[src/rtl/fifo_wr_arbiter_pkg.sv]
// fifo_arb_pkg: shared state encoding, defaults and one-hot helper for the fifo write arbiter
package fifo_arb_pkg;

    typedef enum logic {IDLE, GRANT} state_t;

    localparam int DEF_DW        = 8;
    localparam int DEF_MAX_BURST = 4;

    function automatic logic [15:0] onehot(input logic [3:0] idx);
        return 16'(1) << idx;
    endfunction

endpackage

[src/rtl/fifo_wr_arbiter_rr_pick.sv]
// rr_pick: rotating-priority encoder, first set request at or after rr_ptr
module rr_pick #(
    parameter int N_REQ = 4,
    parameter int W     = $clog2(N_REQ)
) (
    input  logic [N_REQ-1:0] req,
    input  logic [W-1:0]     rr_ptr,
    output logic [W-1:0]     idx,
    output logic             found
);

    logic [W-1:0] cand;

    function automatic int wrap(input int s);
        return s >= N_REQ ? s - N_REQ : s;
    endfunction

    // scan from farthest to nearest so the closest requester after rr_ptr wins
    always_comb begin
        idx   = '0;
        cand  = '0;
        found = |req;
        for (int k = N_REQ - 1; k >= 0; k--) begin
            cand = W'(wrap(int'(rr_ptr) + k));
            if (req[cand]) idx = cand;
        end
    end

endmodule

[src/rtl/fifo_wr_arbiter.sv]
// fifo_wr_arbiter: round-robin sharing of the fifo write port with bounded bursts
module fifo_wr_arbiter
    import fifo_arb_pkg::*;
#(
    parameter int N_REQ     = 4,
    parameter int DW        = DEF_DW,
    parameter int MAX_BURST = DEF_MAX_BURST
) (
    input  logic                clk,
    input  logic                rst,
    input  logic [N_REQ-1:0]    req,
    input  logic [N_REQ*DW-1:0] req_wd,
    output logic [N_REQ-1:0]    ack,
    output logic [N_REQ-1:0]    gnt,
    output logic                busy,
    output logic                WREQ,
    output logic [DW-1:0]       WD,
    input  logic                f
);

    localparam int OW = $clog2(N_REQ);
    localparam int CW = $clog2(MAX_BURST + 1);

    state_t           state, state_n;
    logic [OW-1:0]    owner, owner_n, rr_ptr, rr_ptr_n, pick_idx;
    logic [CW-1:0]    cnt, cnt_n;
    logic [N_REQ-1:0] gnt_n;
    logic             pick_found;

    rr_pick #(.N_REQ(N_REQ), .W(OW)) u_pick (
        .req    (req),
        .rr_ptr (rr_ptr),
        .idx    (pick_idx),
        .found  (pick_found)
    );

    // write port is driven straight from registered state so reset clears it at once
    always_comb begin
        busy = state == GRANT;
        WREQ = busy & req[owner] & ~f;
        ack  = WREQ ? gnt : '0;
        WD   = '0;
        for (int i = 0; i < N_REQ; i++)
            if (busy && owner == OW'(i)) WD = req_wd[i*DW +: DW];
    end

    // arbitration in IDLE; burst counting and release in GRANT
    always_comb begin
        state_n  = state;
        owner_n  = owner;
        rr_ptr_n = rr_ptr;
        cnt_n    = cnt;
        gnt_n    = gnt;
        if (state == IDLE) begin
            if (pick_found) begin
                state_n = GRANT;
                owner_n = pick_idx;
                cnt_n   = '0;
                gnt_n   = N_REQ'(onehot(4'(pick_idx)));
            end
        end else if (!req[owner] || (WREQ && cnt == CW'(MAX_BURST - 1))) begin
            state_n  = IDLE;
            gnt_n    = '0;
            cnt_n    = '0;
            rr_ptr_n = owner == OW'(N_REQ - 1) ? '0 : owner + OW'(1);
        end else if (WREQ) begin
            cnt_n = cnt + CW'(1);
        end
    end

    // state register with asynchronous clear
    always_ff @(posedge clk or posedge rst) begin
        if (rst) begin
            state  <= IDLE;
            owner  <= '0;
            rr_ptr <= '0;
            cnt    <= '0;
            gnt    <= '0;
        end else begin
            state  <= state_n;
            owner  <= owner_n;
            rr_ptr <= rr_ptr_n;
            cnt    <= cnt_n;
            gnt    <= gnt_n;
        end
    end

endmodule

[config.mk]
export PLATFORM = sky130hd
export DESIGN_NAME = fifo_wr_arbiter
export DESIGN_NICKNAME = d
export VERILOG_FILES = /design/src/rtl/fifo_wr_arbiter_pkg.sv /design/src/rtl/fifo_wr_arbiter_rr_pick.sv /design/src/rtl/fifo_wr_arbiter.sv
export SDC_FILE = /design/constraint.sdc
export NUM_CORES = 1
export LEC_CHECK = 0
export BUFFER_PORTS_ARGS = -buffer_cell sky130_fd_sc_hd__buf_4
export CELL_PAD_IN_SITES_DETAIL_PLACEMENT = 1
export CELL_PAD_IN_SITES_GLOBAL_PLACEMENT = 2
export CORE_AREA = 2 2 63 88
export DETAILED_ROUTE_END_ITERATION = 8
export DIE_AREA = 0 0 65 90
export PLACE_DENSITY_LB_ADDON = 0.25
export SLEW_MARGIN = 40
export SYNTH_ARGS = -nofsm -noshare
export SYNTH_HDL_FRONTEND = slang
export SYNTH_SLANG_ARGS = --single-unit
export TNS_END_PERCENT = 50
[constraint.sdc]
create_clock -name clk -period 1.85 [get_ports clk]
set_clock_uncertainty 0.2 [all_clocks]
set_input_delay 0.185 -clock clk [delete_from_list [all_inputs] [get_ports clk]]
set_output_delay 0.185 -clock clk [all_outputs]
set_load 0.05 [all_outputs]
==> results.txt, run 1 <==
The leakage power of the design came out at between 0.8 and 0.9 nW. The count of antenna-violating nets left after detailed routing came out at 0. The worst-case vdd ir drop is 0.5278 mV. The maximum clock rate is roughly 0.47 GHz. The library cell used as clock root buffer is sky130_fd_sc_hd__clkbuf_8. The row count is 31. In this run the worst path has a maximum fanout of 5. By count the netlist is led by 12 x sky130_fd_sc_hd__dfrtp_1, 11 x sky130_fd_sc_hd__a21oi_1, 10 x sky130_fd_sc_hd__nand2_1. The mean post-synth cell area came out at around 8.9 µm².

The floorplan die height is ~90 µm. Broken down by cell family, the worst path's largest delay share belongs to compound AO/OA/AOI/OAI gates. The arrival time of the worst setup path came out at 1750 ps. The area of the placeable core came out at just over 5000 µm². The width of the chip is 65 µm. The CTS buffer count is 3.

The post-route core utilization came out at 0.3777. The buffer levels on the longest clock path came out at 2. The largest net degree at the start of global routing is 17. The kind of capture point of the worst setup path is an output port. The clock latency on the worst-skew pair is 250 ps. Compared with the post-synthesis result, the final layout area differs by 79.00%. Prior to clock tree synthesis, the placed netlist has a worst setup slack of -157.0 ps. Among all flip-flop cells after synthesis, the most frequent one is sky130_fd_sc_hd__dfrtp_1. The number of cells in the finished layout apart from fillers came out at approximately 260.

The effective utilization at floorplan is 0.2110. The first detailed-routing pass ran for 3 iterations. The fraction of final layout cells with drive strength greater than 1 is 0.5654.

The flow ran to the end, but the final reports show violations. The final worst slack is -281.4 ps. The number of enable-type register cells in the synthesized netlist came out at 0. Counting both buffers and inverters, the worst setup path holds a total of 3.

The number of synthesized register bits is 12. The post-synthesis cell type with the largest combined area is sky130_fd_sc_hd__dfrtp_1. The area of the mapped netlist is about 1100 µm². The worst hold path begins at f. The number of global-route vias before repair is between 1,000 and 1,500. The initial antenna violation count came out at 0. The starting DRC count in detailed routing came out at 30.

The cell with the largest stage delay on the worst path is sky130_fd_sc_hd__dfrtp_1. The wire length of the first global-routing pass came out at approximately 6500 µm. Summing all non-filler instances in the final layout gives an area of about 1900 µm². The cell area after placement came out at 1655 µm². For the pin with the worst max-slew slack, the measured transition is between 500 and 600 ps. The critical path goes through inv_2 -> ha_4 -> buf_6 -> and3b_1 -> a21oi_1 -> o21ai_1 -> a22o_1 -> buf_6. The power per cell area is about 1800 nW/µm².

Tracing the worst setup path back leads to its startpoint at owner[1]$_DFFE_PP0P_. The max-cap violation count is 0. The final reports fail on negative setup slack. For this run, the slowest stage of the critical path takes ~400 ps. The worst register-to-register path begins at owner[0]$_DFFE_PP0P_. The number of setup violations in the final report is 14.

The normalized max-slew margin is 0.6506. The post-synth net total came out at between 150 and 200. The port buffer count is 56. Across every metal layer, demand over resource in global routing totals 0.1404. The part of the cycle the worst path needs is 1.152. 0 antenna diodes ended up in the layout. STA classifies the critical path startpoint as a register. After clock tree synthesis, the clock-pin slew on the worst setup and hold paths is approximately 60 ps.

The die area came out at a little under 6000 µm². On the final layout, the worst hold slack is a little under 90 ps. The count of clock tree sinks is 12. The I/O pin count came out at between 50 and 60. The count of distinct cell types in the synthesized netlist is 36. After routing, the total negative slack on setup checks comes to -3183 ps. After detailed placement, the design holds a cell count of roughly 250.

Wires add up to 3907 µm. The post-route DRC violation count came out at 0. TritonCTS built the clock tree. The count of H-tree levels built during CTS is 1.

The number of failing hold endpoints at the final stage came to 0. The cell repeated most along the worst path is sky130_fd_sc_hd__buf_6. By startpoint and endpoint, the worst setup path is classified as reg -> out. In the post-synthesis netlist, the cell with the most instances is sky130_fd_sc_hd__dfrtp_1. The detailed-placement wirelength estimate is about 3100 µm. The power after layout is 3.466 mW.

The register area share after synthesis came out at 0.2800. The final-report max-slew violation count is 0. The Yosys warning count came out at 0.

After the last flow step, the layout net total stands at ~240. The total grt overflow came out at 0. The final weighted congestion of routability-driven global placement came out at ~0.75. The path category of the worst min-delay check is in -> reg. The required time of the critical path is approximately 1500 ps. The vias after detailed routing is ~1,200. The average wire per standard cell is approximately 15 µm. Setup repair after global routing could not meet its margin everywhere. After synthesis, the cell types taking the most area are sky130_fd_sc_hd__dfrtp_1 28%, sky130_fd_sc_hd__ha_1 7.0%, sky130_fd_sc_hd__a22o_1 6.5%. The minimum period implied by the final worst setup slack came out at around 2100 ps. The per-cell via count in the routed design came out at around 4.7. In the synthesized netlist, the number of instances is 120.

The portion of synthesized cell area occupied by the leading cell type is 0.2800. The share of synthesized registers carrying an async set or reset came out at 1.000.
-- metal layers --
metal  vias to the layer above  track usage  share of wire
met5                         -            0              0
met1                       581       0.1477           0.39
met3                         5      0.02128          0.034
met4                         0      0.03191         0.0090
met2                        29       0.2792           0.57
li1                        590            -              -
-- logic make-up (layout without fill, tap and decap cells) --
family                   count (synthesis)  in the layout  share of synthesized area
AO/OA/AOI/OAI                           43             43                     0.2882
adder cells (fa/ha/maj)                  6              6                    0.07001
buffers and inverters                   12             83                    0.05134
flip-flops                              12             12                     0.2800
multiplexers                             8              8                    0.09101
AND/OR/NAND/NOR                         39             39                     0.2194
-- layout make-up --
cell class                 count  area, µm²
inverter                       7      26.28
tap                           66      82.58
clock buffer                   4      55.05
multi-input combinational     96      814.5
fill                         589       3162
sequential                    12      302.8
timing repair buffer          72      638.1
-- what timing repair did --
item	4_1_cts	5_1_grt
hold endpoints to repair	12	0
gates resized for setup	35	10
pin swaps	7	8
setup buffers	4	0
endpoints found under the setup margin	16	21
hold buffers	1	0
-- placed cells by master (no fill, tap or decap), drive strengths merged --
master,n
a32o,4
and3b,8
nor2,3
o32ai,1
dfrtp,12
or4,1
nand3,1
nor3,1
mux2i,6
a21o,1
a21oi,11
nand3b,1
nor2b,2
or2,1
o21ai,10
nor3b,1
nand2,11
buf,71
nor4,1
o22ai,5
and2,5
o22a,1
a22o,8
clkbuf,4
mux2,1
inv,7
nand2b,3
a21boi,1
o21a,1
ha,6
mux4,1
dlygate4sd3,1
-- sequential cells by signal (all words and copies together), names as in the netlist --
register	cells
gnt	4
cnt	3
owner	2
rr_ptr	2
busy	1
-- tightest hold or removal path, stage by stage --
cell and delay, ps:
sky130_fd_sc_hd__buf_4 110, sky130_fd_sc_hd__a21oi_2 80, sky130_fd_sc_hd__o22ai_2 110
-- final timing paths --
| path | to | slack, ps | cells past startpoint |
|---|---|---|---|
| setup / recovery | WD[0] | -280 | 8 |
| hold / removal | cnt[2]$_DFFE_PP0P_ | 90 | 3 |
| setup reg to reg | rr_ptr[1]$_DFFE_PP0P_ | -30 | 5 |
| hold reg to reg | cnt[0]$_DFFE_PP0P_ | 280 | 1 |
| max in group asynchronous | owner[0]$_DFFE_PP0P_ | 750 | 3 |
| min in group asynchronous | cnt[0]$_DFFE_PP0P_ | 330 | 3 |
-- power by group --
part / internal (mW) / switching, mW / total (mW)
sequential: 0.378 / 0.121 / 0.500
clock: 0.189 / 0.113 / 0.301
combinational: 1.19 / 1.48 / 2.66
(Power assumes the default switching activity.)
==> run 2: changes to the inputs <==
--- a/config.mk
+++ b/config.mk
@@ -5,12 +5,13 @@
 export SDC_FILE = /design/constraint.sdc
 export NUM_CORES = 1
 export LEC_CHECK = 0
+export ABC_AREA = 1
 export BUFFER_PORTS_ARGS = -buffer_cell sky130_fd_sc_hd__buf_4
-export CELL_PAD_IN_SITES_DETAIL_PLACEMENT = 1
-export CELL_PAD_IN_SITES_GLOBAL_PLACEMENT = 2
-export CORE_AREA = 2 2 63 88
+export CELL_PAD_IN_SITES_DETAIL_PLACEMENT = 0
+export CELL_PAD_IN_SITES_GLOBAL_PLACEMENT = 1
+export CORE_AREA = 2 2 59 84
 export DETAILED_ROUTE_END_ITERATION = 8
-export DIE_AREA = 0 0 65 90
+export DIE_AREA = 0 0 61 86
 export PLACE_DENSITY_LB_ADDON = 0.25
 export SLEW_MARGIN = 40
 export SYNTH_ARGS = -nofsm -noshare
==> run 2 against run 1 <==
Net effect:
- the flow still finishes with violations (negative setup slack)
- clock power decreased by 3%
- synthesized cell count up 59%
- sequential cell count stayed put
- combinational power is 29% higher
- maximum frequency fell by 0.29%
- register-to-register slack improved by 140 ps
- worst setup slack lost 6.2 ps
- cell area rose by 9.8%
- critical path depth increased by 1
- sequential share of layout area is 1.5 points lower
==> results.txt, run 2 <==
The post-route DRC violation count came out at 0. The share of synthesized registers carrying an async set or reset is 1.000. The wire length of the first global-routing pass came out at roughly 6400 µm. The actual slew at the worst max-slew pin is 494.2 ps. The post-route core utilization came out at 0.4721. The synthesized instance count came out at about 190. Counting every sink on the clock net gives 12. The number of global-route vias before repair is around 1,400. The Yosys warning count came out at 0. The buffer levels on the longest clock path came out at 2.

The minimum period implied by the final worst setup slack came out at approximately 2100 ps. In this run the worst path has a maximum fanout of 8. The dominant synthesized flop cell is sky130_fd_sc_hd__dfrtp_1. The max-cap violation count is 0.

IR analysis of the VDD net gives a maximum drop of ~0.65 mV. The count of antenna-violating nets left after detailed routing is 0. The floorplan step defined a die boundary enclosing around 5200 µm². The area of the multi-input gates is 879.6 µm². At the worst endpoint, the arrival time is 1750 ps.

The number of iterations in the first detailed-routing pass came out at 4. The die is between 80 and 90 µm tall. The average wire per standard cell is 11.84 µm. 0 antenna diodes ended up in the layout. After detailed routing, the total wire length is between 3000 and 4000 µm. The normalized max-slew margin is 0.6683. The number of synthesized register bits came out at 12. The register area is slightly above 300 µm². The mean post-synth cell area came out at 6.145 µm². The final-report max-slew violation count is 0. The initial antenna violation count came to 0. The area growth from synthesis to layout is 79.53%. The congestion estimate from routability-driven global placement came to slightly below 0.8. The total track usage is 0.1593. The maximum clock rate came out at 0.4678 GHz. In this run the cell area measured after placement is between 1500 and 2000 µm². After legalization and detailed placement, the total HPWL measured ~3100 µm. In this design, the critical path's most frequently occurring cell is sky130_fd_sc_hd__buf_6. The later pin in the worst-skew pair is clocked with a latency of roughly 240 ps.

The row count came out at 29. The signal on the critical path passes through buf_6 -> ha_4 -> nor3b_4 -> buf_6 -> nand2_2 -> nand3_2 -> o211ai_1 -> nand2_1 -> buf_6. The worst setup timing slack at the placement stage is -131.7 ps. The final reports fail on negative setup slack.

Yosys instantiated no cell more often than sky130_fd_sc_hd__nand2_1. The kind of capture point of the worst setup path is an output port. Once layout is done, the placed cells without fillers occupy around 2100 µm². The kind of start point of the critical path is a register.

The per-cell via count in the routed design is 4.479. The library cells used most frequently in the layout, excluding fill and tap cells, are 68 x sky130_fd_sc_hd__nand2_1, 59 x sky130_fd_sc_hd__buf_4, 27 x sky130_fd_sc_hd__nand3_1, 16 x sky130_fd_sc_hd__inv_1, 12 x sky130_fd_sc_hd__buf_6. The count of distinct cell types in the synthesized netlist is 24. The worst hold path stage count came out at 5. The largest registers in the layout are gnt: 4 flops, cnt: 3 flops. Fill cells in the final layout number 474. The total grt overflow came out at 0. In the post-synthesis netlist, the biggest area contributors are sky130_fd_sc_hd__dfrtp_1 26%, sky130_fd_sc_hd__nand2_1 24%, sky130_fd_sc_hd__nand3_1 14%. The register area share after synthesis came out at 0.2559. The setup path with the least slack is of type reg -> out. The vias after detailed routing came out at approximately 1,500. The post-synthesis cell type with the largest combined area is sky130_fd_sc_hd__dfrtp_1. The delay of the slowest cell on the worst path is approximately 400 ps. In this run the cell area of the synthesized design comes to 1174 µm².

Setup repair after global routing could not meet its margin everywhere. After synthesis, the most frequently instantiated cells are 74 x sky130_fd_sc_hd__nand2_1, 33 x sky130_fd_sc_hd__nand3_1, 19 x sky130_fd_sc_hd__inv_1. The count of H-tree levels built during CTS is 1. The largest net degree at the start of global routing came out at 16.

The run finished, with violations left. In this run, the number of DRC markers left after iteration 0 of detailed routing was 73. The width of the chip is between 60 and 70 µm.

The effective utilization at floorplan is 0.2630. The cell depth of the worst flop-to-flop path came out at 9. In the finished design, the share of the clock period the worst path needs comes to 1.155. The clock slew seen by the registers of the worst setup and hold paths came out at roughly 50 ps. The area of the placeable core came out at roughly 4500 µm².

The CTS buffer count is 3. The I/O pin count came out at between 50 and 60. The final-stage net count is between 300 and 400.

The worst hold path belongs to the class in -> reg. The port buffer count came out at 56. The number of setup violations in the final report came out at 13.

Leaving out fill and tap cells, the most frequent cell in the layout is sky130_fd_sc_hd__nand2_1. The cell with the largest stage delay on the worst path is sky130_fd_sc_hd__dfrtp_1. The final worst slack is -287.6 ps. In this run the clock root is driven by a sky130_fd_sc_hd__clkbuf_8. The fraction of final layout cells with drive strength greater than 1 is 0.4291. The portion of synthesized cell area occupied by the leading cell type is 0.2559. The number of enable-type register cells in the synthesized netlist is 0. TritonCTS built the clock tree. The post-synth net total came out at approximately 240. The required time of the critical path is 1460 ps. The flip-flop count of the largest register after layout is 4. The leakage power of the design is approximately 1.1 nW. More flip-flops sit in one register than any other, and that register is gnt. The power per cell area is about 2000 nW/µm². The number of failing hold endpoints at the final stage is 0.
-- run 2: critical path: cells and delay by family, from the launching register on --
family,cells,cell delay [ps]
and+or+nand+nor,4,400
adders and majority gates,1,160
DFF,1,400
AOI/OAI and AO/OA,1,110
buffers and inverters,3,450
-- run 2: metal layers --
metal / wire length [µm] / part of all wire / up-vias / track usage
met5: 0 / 0 / - / 0
met4: 58 / 0.015 / 0 / 0.04743
met3: 193 / 0.049 / 4 / 0.02262
met2: 2225 / 0.57 / 40 / 0.3118
met1: 1429 / 0.37 / 656 / 0.1645
li1: - / - / 778 / -
-- run 2: cells by family (layout without fill, tap and decap cells) --
logic type | after synthesis | in the layout | share of synthesized area
compound gates | 21 | 21 | 0.1205
fa+ha+maj | 6 | 6 | 0.06396
buf+inv | 29 | 106 | 0.1087
flops | 12 | 12 | 0.2559
simple gates | 123 | 123 | 0.4510
-- run 2: worst paths after layout --
check / startpoint / to / slack, ps
max: owner[0]$_DFFE_PP0P_ / WD[2] / -290
min: f / cnt[0]$_DFFE_PP0P_ / 140
max reg2reg: owner[0]$_DFFE_PP0P_ / rr_ptr[0]$_DFFE_PP0P_ / 110
min reg2reg: cnt[0]$_DFFE_PP0P_ / cnt[0]$_DFFE_PP0P_ / 290
max in group asynchronous: rst / busy$_DFF_PP0_ / 770
min in group asynchronous: rst / cnt[1]$_DFFE_PP0P_ / 320
-- run 2: metrics by stage --
step,hold slack [ps],cells,TNS [ps],power (mW)
floorplan,-150.4,191,-1821,2.520
global placement,43.69,319,-652.1,3.451
detailed placement,51.20,319,-782.2,3.440
CTS,145.4,329,-2609,4.139
global route,166.4,330,-4145,4.552
finish,142.1,330,-2863,4.183
-- run 2: cell type report --
cell class                      count  area share
Sequential cell                    12      0.1431
Clock buffer                        4     0.02613
Tap cell                           62     0.03682
Multi-Input combinational cell    150      0.4175
Inverter                           24     0.04632
Timing Repair Buffer               78      0.3302
-- run 2: what timing repair did --
item	4_1_cts	5_1_grt
gates resized for setup	31	12
hold buffers	1	0
cloned	1	0
pin swaps	6	7
endpoints found under the setup margin	13	22
buffers inserted	4	1
hold endpoints to repair	12	0
-- run 2: report_power, final --
part           internal (mW)  total [mW]  leakage (nW)  switching [mW]
Sequential             0.377       0.471         0.151          0.0941
Clock                  0.188       0.292        0.0288           0.103
Combinational           1.36        3.42         0.937            2.06
Total                   1.92        4.18          1.12            2.26
